===== config.mk =====
export PLATFORM = sky130hd
export DESIGN_NAME = conv_sequencer
export DESIGN_NICKNAME = d
export VERILOG_FILES = /design/src/rtl/conv_sequencer.sv
export SDC_FILE = /design/constraint.sdc
export NUM_CORES = 1
export LEC_CHECK = 0
export CAP_MARGIN = 10
export CORE_ASPECT_RATIO = 1.2
export CORE_UTILIZATION = 30
export CTS_CLUSTER_DIAMETER = 120
export CTS_CLUSTER_SIZE = 24
export DETAILED_ROUTE_END_ITERATION = 8
export GPL_ROUTABILITY_DRIVEN = 0
export PLACE_DENSITY = 0.45
export SKIP_LAST_GASP = 1
export SLEW_MARGIN = 20
export SYNTH_ARGS = -nofsm -noshare
export SYNTH_HDL_FRONTEND = slang
export SYNTH_SLANG_ARGS = --single-unit

===== constraint.sdc =====
create_clock -name clk -period 9.36 [get_ports clk]
set_clock_uncertainty 0.1 [all_clocks]
set_input_delay 0.936 -clock clk [delete_from_list [all_inputs] [get_ports clk]]
set_output_delay 0.936 -clock clk [all_outputs]
set_load 0.05 [all_outputs]

===== src/rtl/conv_sequencer.sv =====
// Convolution layer sequencer: loads PE filters once, then walks every output
// pixel through buffer load, window fill, MAC run, accumulate and OFM write.
module conv_sequencer #(
    parameter int N          = 4,
    parameter int FILT_WORDS = 16,
    parameter int FILT_BASE  = 0,
    parameter int IFM_BASE   = 64,
    parameter int BUFF_WORDS = 16,
    parameter int STRIDE     = 1
) (
    input  logic         clk,
    input  logic         rst,
    input  logic         start,
    input  logic [7:0]   cfg_ofm_count,
    input  logic [5:0]   cfg_win,
    output logic         busy,
    output logic         done,
    output logic         w_r_EnMem,
    output logic [9:0]   memAddress,
    output logic [N-1:0] wEnFilter,
    output logic [5:0]   filterCount,
    output logic         wEnBuff,
    output logic [5:0]   buffAddress,
    output logic         winRst,
    output logic         writeEnwindow,
    output logic         readEnmac,
    output logic [5:0]   macCount,
    output logic         addEn,
    output logic         wrofm,
    output logic [7:0]   ofmaddr
);

    localparam int PW = (N > 1) ? $clog2(N) : 1;

    typedef enum logic [3:0] {
        S_IDLE,
        S_LOAD_FILT,
        S_LOAD_BUFF,
        S_WIN_RST,
        S_FILL,
        S_MAC,
        S_ACC,
        S_WRITE,
        S_NEXT,
        S_DONE
    } state_t;

    state_t        state_q, state_d;
    logic [PW-1:0] pe_q, pe_d;
    logic [5:0]    word_q, word_d;
    logic [5:0]    cnt_q, cnt_d;
    logic [9:0]    row_ptr_q, row_ptr_d;
    logic [7:0]    ofm_count_q, ofm_count_d;
    logic [5:0]    win_q, win_d;
    logic [7:0]    ofmaddr_q, ofmaddr_d;

    logic          busy_q, busy_d;
    logic          done_q, done_d;
    logic          mem_en_q, mem_en_d;
    logic [9:0]    mem_addr_q, mem_addr_d;
    logic [N-1:0]  wen_filter_q, wen_filter_d;
    logic [5:0]    filter_count_q, filter_count_d;
    logic          wen_buff_q, wen_buff_d;
    logic [5:0]    buff_addr_q, buff_addr_d;
    logic          win_rst_q, win_rst_d;
    logic          wen_window_q, wen_window_d;
    logic          mac_en_q, mac_en_d;
    logic [5:0]    mac_count_q, mac_count_d;
    logic          add_en_q, add_en_d;
    logic          wr_ofm_q, wr_ofm_d;

    // Next-state and pointer update.
    always_comb begin
        state_d     = state_q;
        pe_d        = pe_q;
        word_d      = word_q;
        cnt_d       = cnt_q;
        row_ptr_d   = row_ptr_q;
        ofm_count_d = ofm_count_q;
        win_d       = win_q;
        ofmaddr_d   = ofmaddr_q;
        case (state_q)
            S_IDLE: begin
                if (start) begin
                    ofm_count_d = cfg_ofm_count;
                    win_d       = (cfg_win == 6'd0) ? 6'd1 : cfg_win;
                    row_ptr_d   = 10'd0;
                    ofmaddr_d   = 8'd0;
                    pe_d        = '0;
                    word_d      = 6'd0;
                    cnt_d       = 6'd0;
                    state_d     = (cfg_ofm_count == 8'd0) ? S_DONE : S_LOAD_FILT;
                end
            end
            S_LOAD_FILT: begin
                if (word_q == 6'(FILT_WORDS - 1)) begin
                    word_d = 6'd0;
                    if (pe_q == PW'(N - 1)) begin
                        cnt_d   = 6'd0;
                        state_d = S_LOAD_BUFF;
                    end else begin
                        pe_d = pe_q + PW'(1);
                    end
                end else begin
                    word_d = word_q + 6'd1;
                end
            end
            S_LOAD_BUFF: begin
                if (cnt_q == 6'(BUFF_WORDS - 1)) begin
                    cnt_d   = 6'd0;
                    state_d = S_WIN_RST;
                end else begin
                    cnt_d = cnt_q + 6'd1;
                end
            end
            S_WIN_RST: begin
                cnt_d   = 6'd0;
                state_d = S_FILL;
            end
            S_FILL: begin
                if (cnt_q == win_q - 6'd1) begin
                    cnt_d   = 6'd0;
                    state_d = S_MAC;
                end else begin
                    cnt_d = cnt_q + 6'd1;
                end
            end
            S_MAC: begin
                if (cnt_q == win_q - 6'd1) begin
                    cnt_d   = 6'd0;
                    state_d = S_ACC;
                end else begin
                    cnt_d = cnt_q + 6'd1;
                end
            end
            S_ACC:   state_d = S_WRITE;
            S_WRITE: state_d = S_NEXT;
            S_NEXT: begin
                if (ofmaddr_q == ofm_count_q - 8'd1) begin
                    state_d = S_DONE;
                end else begin
                    ofmaddr_d = ofmaddr_q + 8'd1;
                    row_ptr_d = 10'(row_ptr_q + STRIDE);
                    cnt_d     = 6'd0;
                    state_d   = S_LOAD_BUFF;
                end
            end
            S_DONE:  state_d = S_IDLE;
            default: state_d = S_IDLE;
        endcase
    end

    // Outputs are decoded from the upcoming state so they register in step with it.
    always_comb begin
        busy_d         = (state_d != S_IDLE);
        done_d         = (state_d == S_DONE);
        mem_en_d       = 1'b0;
        mem_addr_d     = 10'd0;
        filter_count_d = 6'd0;
        wen_buff_d     = 1'b0;
        buff_addr_d    = 6'd0;
        win_rst_d      = (state_d == S_WIN_RST);
        wen_window_d   = (state_d == S_FILL);
        mac_en_d       = (state_d == S_MAC);
        mac_count_d    = (state_d == S_MAC) ? cnt_d : 6'd0;
        add_en_d       = (state_d == S_ACC);
        wr_ofm_d       = (state_d == S_WRITE);
        if (state_d == S_LOAD_FILT) begin
            mem_en_d       = 1'b1;
            mem_addr_d     = 10'(FILT_BASE + int'(pe_d) * FILT_WORDS + int'(word_d));
            filter_count_d = word_d;
        end else if (state_d == S_LOAD_BUFF) begin
            mem_en_d    = 1'b1;
            mem_addr_d  = 10'(IFM_BASE) + row_ptr_d + 10'(cnt_d);
            wen_buff_d  = 1'b1;
            buff_addr_d = cnt_d;
        end
    end

    for (genvar gi = 0; gi < N; gi++) begin : g_wen_filter
        assign wen_filter_d[gi] = (state_d == S_LOAD_FILT) && (pe_d == PW'(gi));
    end

    always_ff @(posedge clk or negedge rst) begin
        if (!rst) begin
            state_q        <= S_IDLE;
            pe_q           <= '0;
            word_q         <= 6'd0;
            cnt_q          <= 6'd0;
            row_ptr_q      <= 10'd0;
            ofm_count_q    <= 8'd0;
            win_q          <= 6'd1;
            ofmaddr_q      <= 8'd0;
            busy_q         <= 1'b0;
            done_q         <= 1'b0;
            mem_en_q       <= 1'b0;
            mem_addr_q     <= 10'd0;
            wen_filter_q   <= '0;
            filter_count_q <= 6'd0;
            wen_buff_q     <= 1'b0;
            buff_addr_q    <= 6'd0;
            win_rst_q      <= 1'b0;
            wen_window_q   <= 1'b0;
            mac_en_q       <= 1'b0;
            mac_count_q    <= 6'd0;
            add_en_q       <= 1'b0;
            wr_ofm_q       <= 1'b0;
        end else begin
            state_q        <= state_d;
            pe_q           <= pe_d;
            word_q         <= word_d;
            cnt_q          <= cnt_d;
            row_ptr_q      <= row_ptr_d;
            ofm_count_q    <= ofm_count_d;
            win_q          <= win_d;
            ofmaddr_q      <= ofmaddr_d;
            busy_q         <= busy_d;
            done_q         <= done_d;
            mem_en_q       <= mem_en_d;
            mem_addr_q     <= mem_addr_d;
            wen_filter_q   <= wen_filter_d;
            filter_count_q <= filter_count_d;
            wen_buff_q     <= wen_buff_d;
            buff_addr_q    <= buff_addr_d;
            win_rst_q      <= win_rst_d;
            wen_window_q   <= wen_window_d;
            mac_en_q       <= mac_en_d;
            mac_count_q    <= mac_count_d;
            add_en_q       <= add_en_d;
            wr_ofm_q       <= wr_ofm_d;
        end
    end

    assign busy          = busy_q;
    assign done          = done_q;
    assign w_r_EnMem     = mem_en_q;
    assign memAddress    = mem_addr_q;
    assign wEnFilter     = wen_filter_q;
    assign filterCount   = filter_count_q;
    assign wEnBuff       = wen_buff_q;
    assign buffAddress   = buff_addr_q;
    assign winRst        = win_rst_q;
    assign writeEnwindow = wen_window_q;
    assign readEnmac     = mac_en_q;
    assign macCount      = mac_count_q;
    assign addEn         = add_en_q;
    assign wrofm         = wr_ofm_q;
    assign ofmaddr       = ofmaddr_q;

endmodule

Word level (Yosys, flattened, before mapping):

Index checks and enable logic that the tools add are counted.

* output and inout port bits: 49
* bits in registers: 91
* input port bits: 17
* logic and storage cells: 110

* equal/unequal tests: 26
* multiplexer cells: 39
* $add $sub $neg: 10
* reductions and logical operators: 13

Operators by type and width (count)
* 6-bit 2-to-1 mux: 13
* 10-bit 2-to-1 mux: 4
* 4-bit one-hot mux with 9 select lines: 1
* 6-bit one-hot mux with 6 select lines: 1
* 4-bit by 3-bit equality test with 1-bit output (second input constant): 8
* 4-bit 2-to-1 mux: 8
* 10-bit one-hot mux with 2 select lines: 1
* 4-bit by 2-bit equality test with 1-bit output (second input constant): 4
* 8-bit 2-to-1 mux: 2
* 8-bit one-hot mux with 2 select lines: 1
* 6-bit by 1-bit adder with 6-bit output (second input constant): 2
* 6-bit by 4-bit equality test with 1-bit output (second input constant): 2
* 6-bit one-hot mux with 2 select lines: 1
* 10-bit by 1-bit adder with 10-bit output (second input constant): 1
* 10-bit by 6-bit adder with 10-bit output: 1
* 7-bit by 10-bit adder with 10-bit output (first input constant): 1
* 8-bit by 1-bit adder with 8-bit output (second input constant): 1
* 4-bit by 1-bit equality test with 1-bit output (second input constant): 2
* 4-bit equality test (second input constant): 2
* 8-bit equality test: 1
* 8-bit logical NOT: 1
* 8-bit by 1-bit subtractor with 8-bit output (second input constant): 1
* 6-bit by 6-bit adder with 7-bit output: 1
* 2-bit equality test (second input constant): 3
* other kinds (17): 25

Logic depth before layout (Yosys ltp):

Gate-level depths: netlist (run 1).

* depth after elaboration: 8
* mapped depth: 17
* gate-level depth less buffers: 17

Least setup slack after synthesis (run 1):

Ideal clock, no wire load.

* path kind: reg2reg
* start point: register ofm_count_q[2]
* end point: register mem_addr_q[8] (netlist: memAddress[8])
* setup time: 128 ps
* period minus slack after synthesis: 3838 ps
* cell stages (with the launch flop): 16
* buffers on the path: 0
* arrival time: 3610 ps
* slack: 5522 ps
* data required time: 9132 ps
* cells stage by stage: dfrtp_1 -> or4_4 -> nor2_2 -> xnor2_1 -> a211o_1 -> nor2_1 -> or2_2 -> nand2_1 -> o21ai_0 -> ha_1 -> inv_1 -> fa_1 -> maj3_2 -> a21o_1 -> a21oi_1 -> mux2_1

* cells in the longest elaborated chain, start to end: 8
* elaborated cells on any way between the ends: 14
* those cells by class: add/sub: 3; eq/ne: 3; mux: 8

RTL lines
* from (decl): line 53 `logic [7:0] ofm_count_q, ofm_count_d;`
* from (signal assigned): line 214 `ofm_count_q <= ofm_count_d;`
* 8-bit by 1-bit subtractor with 8-bit output: line 139 `if (ofmaddr_q == ofm_count_q - 8'd1) begin`
* 8-bit equality test: line 139
* 10-bit 2-to-1 mux: line 139
* 10-bit one-hot mux with 2 select lines: line 82 `case (state_q)`
* net row_ptr_d[0]: line 52 `logic [9:0] row_ptr_q, row_ptr_d;`
* 7-bit by 10-bit adder with 10-bit output: line 174 `mem_addr_d = 10'(IFM_BASE) + row_ptr_d + 10'(cnt_d);`
* 10-bit by 6-bit adder with 10-bit output: line 174
* 10-bit 2-to-1 mux: line 172 `end else if (state_d == S_LOAD_BUFF) begin`
* 10-bit 2-to-1 mux: line 168 `if (state_d == S_LOAD_FILT) begin`
* net mem_addr_d[8]: line 60 `logic [9:0] mem_addr_q, mem_addr_d;`
* to (signal assigned): line 220 `mem_addr_q <= mem_addr_d;`
* to (decl): line 60

The timed path passes the listed nets, and every way through them passes these cells.
A chain may end at the register's enable or synchronous reset.

Worst setup path in the final report (run 1):

* start point: register state_q[0]
* end point: register mem_addr_q[8] (netlist: memAddress[8])

* cells in the longest elaborated chain, start to end: 6
* elaborated cells on any way between the ends: 25
* those cells by class: add/sub: 2; eq/ne: 10; mux: 11; reduce/logical: 2

RTL lines
* from (decl): line 48 `state_t state_q, state_d;`
* from (signal assigned): line 209 `state_q <= state_d;`
* 4-bit equality test or 4-bit logical NOT (tied branches): line 82
* 10-bit one-hot mux with 2 select lines (*): line 82
* net row_ptr_d[0]: line 52
* 7-bit by 10-bit adder with 10-bit output (*): line 174
* 10-bit by 6-bit adder with 10-bit output (*): line 174
* 10-bit 2-to-1 mux (*): line 172
* 10-bit 2-to-1 mux (*): line 168
* net mem_addr_d[8]: line 60

Mark *: on every way through the listed nets, which the timed path passes. The rest lies on a longest branch.

==> results.py, run 1 <==
metrics = {
    "critical_path": {
        "regToRegSetupSlack_ns": 5.11,
        "worst-setup-path-type": "reg2reg",
        "cp.required_ns": 9.50,
        "cp-end-kind": "register",
        "critPathArrivalTime_ns": 4.39,
        "critPathLaunchType": "register",
        "crit_fanout": 17,
    },
    "drt": {
        "wl_per_cell_um": 15.4,
        "drt_wl_total_um": 11500,
        "postRouteAntennaNets": 0,
        "via_count": 3661,
        "vias_per_cell": 4.88,
        "dr.pass1.iters": 4,
        "drc_errors": 0,
        "first_iter_violations": 193,
    },
    "timing": {
        "rsz0062_at_grt": "no",
        "max_slew.worst_pin.slew_ns": 0.906,
        "slew_headroom_pct": 39.6,
        "hold_viol": 0,
        "timing.setup.tns_ns": 0,
        "post-route-min-period_ns": 4.25,
        "setup-violations-final": 0,
        "finalCritPeriodShare_pct": 45.5,
        "slew_violations": 0,
        "fin_ws_ns": 5.11,
        "max_freq_mhz": 235,
    },
    "placement": {
        "dp_slack_ns": 5.04,
        "io_buffers": 65,
        "place_hpwl_um": 8630,
    },
    "global_route": {
        "grt_first_pass_wirelength_um": 18700,
        "overflow": 0,
        "grt_max_degree": 54,
        "antenna_found_initial": 0,
        "grt_pass1_vias": 3560,
        "track_usage_pct": 15.3,
    },
    "synthesis": {
        "netlist_instances": 480,
        "ys.flop_type": "dfrtp_1",
        "yosys_warnings": 0,
        "synthDistinctLibCells": 65,
        "synth-edff-count": 0,
        "async_reset_ff_share_pct": 100,
        "syn_avg_cell_area_um2": 9.78,
        "syn_nets": 510,
        "seq_area_frac_synth_pct": 48.5,
        "ys_ff_latch": 91,
        "synthesis.area_um2": 4690,
    },
    "cells_and_area": {
        "drive_gt1_share_pct": 7.51,
        "area_delta_synth_final_pct": 24.5,
        "nNetsFinal": 571,
        "final_common_cell": "dfrtp_1",
        "antenna-diode-count": 0,
        "layout_common_cells": "dfrtp_1 (90), clkdlybuf4s50_1 (64), nand2_1 (63)",
    },
    "clock_network": {
        "htree_levels": 3,
        "cts_setup_buffers": 0,
        "cts_resized": 0,
        "clock_latency_ns": 0.35,
        "cts_buffer_depth": 2,
        "path_clk_slew_ns": 0.06,
        "cts.sinks": 91,
        "cts_tree": "yes",
        "numCtsBuffers": 9,
        "hold_buffers": 0,
        "cts-root-buf": "clkbuf_16",
    },
    "floorplan": {
        "fp-row-count": 49,
        "initial_core_util_pct": 31.0,
        "die_width_um": 116,
        "core_um2": 15100,
        "io_pins": 66,
        "fp.dieH_um": 139,
        "die-area_um2": 16200,
    },
    "worst_hold_path": {
        "hold_class": "reg2reg",
    },
    "status": {
        "outcome": "finished clean",
    },
    "power": {
        "power.leakage_nw": 2.60,
        "p_total_mw": 1.62,
        "powerDensity_nw_per_um2": 277,
        "peakVddDrop_v": 0.000104,
    },
    "run": {
        "maxCapViolCount": 0,
    },
}
-- where the power goes --
| group | internal (mW) | switching (mW) |
|---|---|---|
| Sequential | 0.474 | 0.0888 |
| Clock | 0.216 | 0.158 |
| Combinational | 0.250 | 0.434 |
-- cells in the mapped netlist (all sizes together), types with 3 or more instances --
cell type / instances / area [um2]
o22ai: 4 / 25.0
nor4: 6 / 43.8
or4: 4 / 37.5
and3: 14 / 87.6
dfrtp: 90 / 2250
a21o: 9 / 67.6
nor4b: 3 / 38.8
ha: 11 / 138
nand4: 9 / 56.3
nand2: 63 / 236
or3: 5 / 31.3
xor2: 14 / 123
xnor2: 26 / 228
and2: 4 / 25.0
nor2: 45 / 174
a211oi: 3 / 32.5
nor3: 14 / 75.1
o21ai: 28 / 151
nand2b: 7 / 43.8
a21oi: 16 / 91.3
o211ai: 4 / 35.0
clkbuf: 14 / 53.8
nand3: 15 / 75.1
o2111ai: 3 / 32.5
nor2b: 3 / 18.8
inv: 21 / 78.8
o21bai: 3 / 22.5
a22o: 6 / 52.6
a31oi: 5 / 31.3
-- logic make-up (layout without fill, tap and decap cells) --
family / Yosys count / count (layout) / share of synthesized area, %
simple gates: 200 / 200 / 21.5
compound gates: 95 / 95 / 14.7
flops: 91 / 91 / 48.5
xor+xnor: 40 / 40 / 7.46
buf+inv: 37 / 103 / 3.04
fa+ha+maj: 15 / 15 / 4.26
mux: 2 / 2 / 0.480
-- registers in the layout, indices dropped and copies added, names as in the netlist, 2 cells and up --
register,flops
wEnFilter,4
pe_q,2
word_q,6
win_q,6
row_ptr_q,10
memAddress,10
cnt_q,6
buffAddress,6
state_q,4
filterCount,6
macCount,6
ofmaddr,8
ofm_count_q,8
-- routing by layer --
layer | GRT usage (%) | part of all wire [%] | routed length [um] | up-vias
met5 | 0 | 0 | 0 | -
met4 | 6.55 | 2.3 | 262 | 0
met3 | 3.50 | 3.2 | 373 | 21
met2 | 23.8 | 47 | 5440 | 88
met1 | 20.3 | 47 | 5450 | 1745
li1 | - | - | - | 1807
-- metrics by stage --
stage | instance area (um2) | hold slack, ns | instances | util [%]
global route | 5840 | 0.447 | 750 | 38.6
global placement | 5540 | 0.383 | 734 | 36.6
CTS | 5840 | 0.408 | 750 | 38.6
finish | 5840 | 0.397 | 750 | 38.6
detailed placement | 5540 | 0.392 | 734 | 36.6
floorplan | 4690 | 0.365 | 480 | -
-- worst max-delay path, cell delays in order (launching register included) --
cell and delay (ns):
dfrtp_1 0.55, nor4b_2 0.77, nand4_1 0.31, nor2_1 0.31, or2_2 0.22, nand2_1 0.06
o21ai_0 0.11, ha_1 0.22, inv_1 0.06, fa_1 0.41, maj3_2 0.36, a21o_1 0.19
a21oi_1 0.14, mux2_1 0.33
-- final cells by class --
type                    count  area, um2
clock buffers              11        243
multi-input cells         352       2270
repair buffers             66        656
inverters                  21       78.8
fillers                  1538       9300
clock inverters             5       60.1
flip-flops and latches     91       2280
well taps                 204        255
-- worst paths after layout --
kind,start,endpoint,depth (start not counted)
max,state_q[0]$_DFF_PN0_,memAddress[8]$_DFF_PN0_,13
min,win_q[5]$_DFFE_PN0P_,win_q[5]$_DFFE_PN0P_,2
max reg2reg,state_q[0]$_DFF_PN0_,memAddress[8]$_DFF_PN0_,13
min reg2reg,win_q[5]$_DFFE_PN0P_,win_q[5]$_DFFE_PN0P_,2
max in group asynchronous,rst,memAddress[8]$_DFF_PN0_,2
min in group asynchronous,rst,readEnmac$_DFF_PN0_,1
Note: power is estimated with default switching activity, not from simulation.
==> run 2, diff against run 1 <==
Settings changed: PLACE_DENSITY 0.45 to 0.47.
Clock period 9.36 ns to 3.7 ns, I/O delays scaled along.
==> run 2 against run 1 <==
Combinational power rose to 3.4 times the previous value. Clock-buffer cell count did not move. Power rose to 2.9 times the previous value. Register-to-register slack got worse by 5.1 ns. Sequential share of layout area fell by 3.8 points. First-iteration DRC count fell by 31%. Non-clock buffer count rose by 61. Sequential cell count did not move. Fmax rose by 16%. Global-route usage rose by 0.87 points. Clock power rose to 2.6 times the previous value. Largest cell class is now multi-input combinational cells.
==> results.py, run 2 (same netlist as run 1, synthesis figures left out) <==
metrics = {
    "timing": {
        "finalCritPeriodShare_pct": 99.4,
        "max_slew.worst_pin.slew_ns": 0.656,
        "setup-violations-final": 0,
        "max_freq_mhz": 272,
        "hold_viol": 0,
        "post-route-min-period_ns": 3.68,
        "slew_headroom_pct": 55.9,
        "slew_violations": 0,
        "fin_ws_ns": 0.0238,
        "rsz0062_at_grt": "yes",
    },
    "drt": {
        "dr.pass1.iters": 4,
        "vias_per_cell": 4.75,
        "first_iter_violations": 133,
        "postRouteAntennaNets": 0,
        "wl_per_cell_um": 14.9,
        "drc_errors": 0,
        "drt_wl_total_um": 12100,
        "via_count": 3856,
    },
    "global_route": {
        "antenna_found_initial": 0,
        "track_usage_pct": 16.2,
        "grt_pass1_vias": 3964,
        "grt_max_degree": 41,
        "overflow": 0,
        "grt_first_pass_wirelength_um": 20100,
    },
    "power": {
        "combPwrFrac_pct": 50.1,
        "power.leakage_nw": 2.91,
        "seq_power_share_pct": 29.2,
        "p_sw_share_pct": 40.4,
        "intPower_mw": 2.76,
        "p_switching_mw": 1.87,
        "peakVddDrop_v": 0.000325,
        "powerDensity_nw_per_um2": 715,
        "clockPowerShare_pct": 20.7,
        "p_total_mw": 4.63,
    },
    "critical_path": {
        "cp-end-kind": "register",
        "critPathArrivalTime_ns": 3.81,
        "path_cells": "or4_4 -> nor2_4 -> xnor2_2 -> a211o_1 -> nor2_2 -> or2_4 -> nand2_1 -> o21ai_2 -> ha_4 -> inv_2 -> fa_2 -> maj3_2 -> a21o_1 -> a21oi_2 -> mux2_4",
        "worst-setup-path-type": "reg2reg",
        "critPathTopFamily": "simple AND/OR/NAND/NOR gates",
        "crit_fanout": 3,
        "cpMaxStageDelayCell": "or4_4",
        "critPathLaunchType": "register",
        "cpPeakStageDelay_ns": 0.58,
        "crit_buf_inv": 1,
        "cp.required_ns": 3.83,
    },
    "clock_network": {
        "path_clk_slew_ns": 0.07,
        "cts.sinks": 91,
        "htree_levels": 3,
        "cts_tree": "yes",
        "cts_buffer_depth": 2,
        "numCtsBuffers": 9,
        "clock_latency_ns": 0.35,
        "cts-root-buf": "clkbuf_16",
    },
    "placement": {
        "place_hpwl_um": 9240,
        "io_buffers": 65,
        "dp_slack_ns": -0.121,
    },
    "cells_and_area": {
        "final_common_cell": "dfrtp_1",
        "antenna-diode-count": 0,
        "nNetsFinal": 632,
        "drive_gt1_share_pct": 20.6,
        "layout_common_cells": "dfrtp_1 (90), clkdlybuf4s50_1 (64), nand2_1 (62)",
        "area_delta_synth_final_pct": 37.8,
    },
    "floorplan": {
        "initial_core_util_pct": 31.0,
        "fp-row-count": 49,
        "die_width_um": 116,
        "io_pins": 66,
        "fp.dieH_um": 139,
        "die-area_um2": 16200,
        "core_um2": 15100,
    },
    "worst_hold_path": {
        "hold_class": "reg2reg",
    },
    "run": {
        "maxCapViolCount": 0,
    },
    "status": {
        "outcome": "finished clean",
    },
}
[run 2: cell types whose count changed in the layout (fill, tap and decap cells not counted), moves of 3 or more]
cell	change
o21ai_0	-5
o21ai_2	+3
a21oi_1	-3
buf_4	+59
ha_1	-3
a21oi_2	+3
[run 2: worst paths after layout]
kind	slack (ns)	start	end	cells after the start
setup / recovery	0.02	ofm_count_q[4]$_DFFE_PN0P_	memAddress[8]$_DFF_PN0_	15
hold / removal	0.40	ofm_count_q[7]$_DFFE_PN0P_	ofm_count_q[7]$_DFFE_PN0P_	2
setup reg to reg	0.02	ofm_count_q[4]$_DFFE_PN0P_	memAddress[8]$_DFF_PN0_	15
hold reg to reg	0.40	ofm_count_q[7]$_DFFE_PN0P_	ofm_count_q[7]$_DFFE_PN0P_	2
max in group asynchronous	2.33	rst	memAddress[9]$_DFF_PN0_	3
min in group asynchronous	0.43	rst	macCount[2]$_DFF_PN0_	2
[run 2: what timing repair did]
item	in CTS	in global routing
gates resized for setup	10	20
endpoints found under the hold margin	37	0
buffers inserted	2	9
hold buffers	1	0
pin swaps	7	8
setup endpoints to repair	6	7
[run 2: area by class of cell]
cell class                 instances  area (um2)
inverter                          21        78.8
tap                              204         255
clock inverter                     5        60.1
fill                            1527        8670
sequential                        91        2280
timing repair buffer             127        1120
multi-input combinational        352        2420
clock buffer                      11         253
[run 2: per-stage QoR]
step	cells	utilization [%]	setup TNS, ns	hold WS (ns)	cell area (um2)
2_1_floorplan	480	-	-0.0100	-0.0256	4710
3_3_place_gp	783	39.1	-0.0196	0.275	5930
3_5_place_dp	783	39.1	-0.330	0.279	5930
4_1_cts	802	41.7	-0.0211	0.404	6310
5_1_grt	811	42.7	-0.199	0.450	6470
6_report	811	42.7	0	0.403	6470
[run 2: power by group through the flow]
stage / Clock [mW] / Sequential (mW) / Combinational, mW
2_1_floorplan: 0 / 1.59 / 1.10
3_3_place_gp: 0 / 1.36 / 2.10
3_5_place_dp: 0 / 1.37 / 2.11
4_1_cts: 0.989 / 1.35 / 2.18
5_1_grt: 1.03 / 1.38 / 2.54
6_report: 0.958 / 1.35 / 2.32
[run 2: worst register-to-register path, cell delays in order, from the launching register on]
cell	delay [ns]
dfrtp_1	0.38
or4_4	0.58
nor2_4	0.12
xnor2_2	0.07
a211o_1	0.36
nor2_2	0.15
or2_4	0.13
nand2_1	0.06
o21ai_2	0.10
ha_4	0.16
inv_2	0.03
fa_2	0.33
maj3_2	0.35
a21o_1	0.20
a21oi_2	0.13
mux2_4	0.31
[run 2: layer usage]
layer	part of all wire [%]	GRT usage, %	up-vias
li1	-	-	1923
met2	49	26.5	84
met4	3.0	7.56	0
met1	45	20.2	1831
met3	3.2	3.41	18
met5	0	0	-
==> run 3, diff against run 2 <==
Settings changed: CAP_MARGIN 10 to 30.
==> results of run 3 <==
The final DEF is identical to that of run 2; final timing and power are the same.
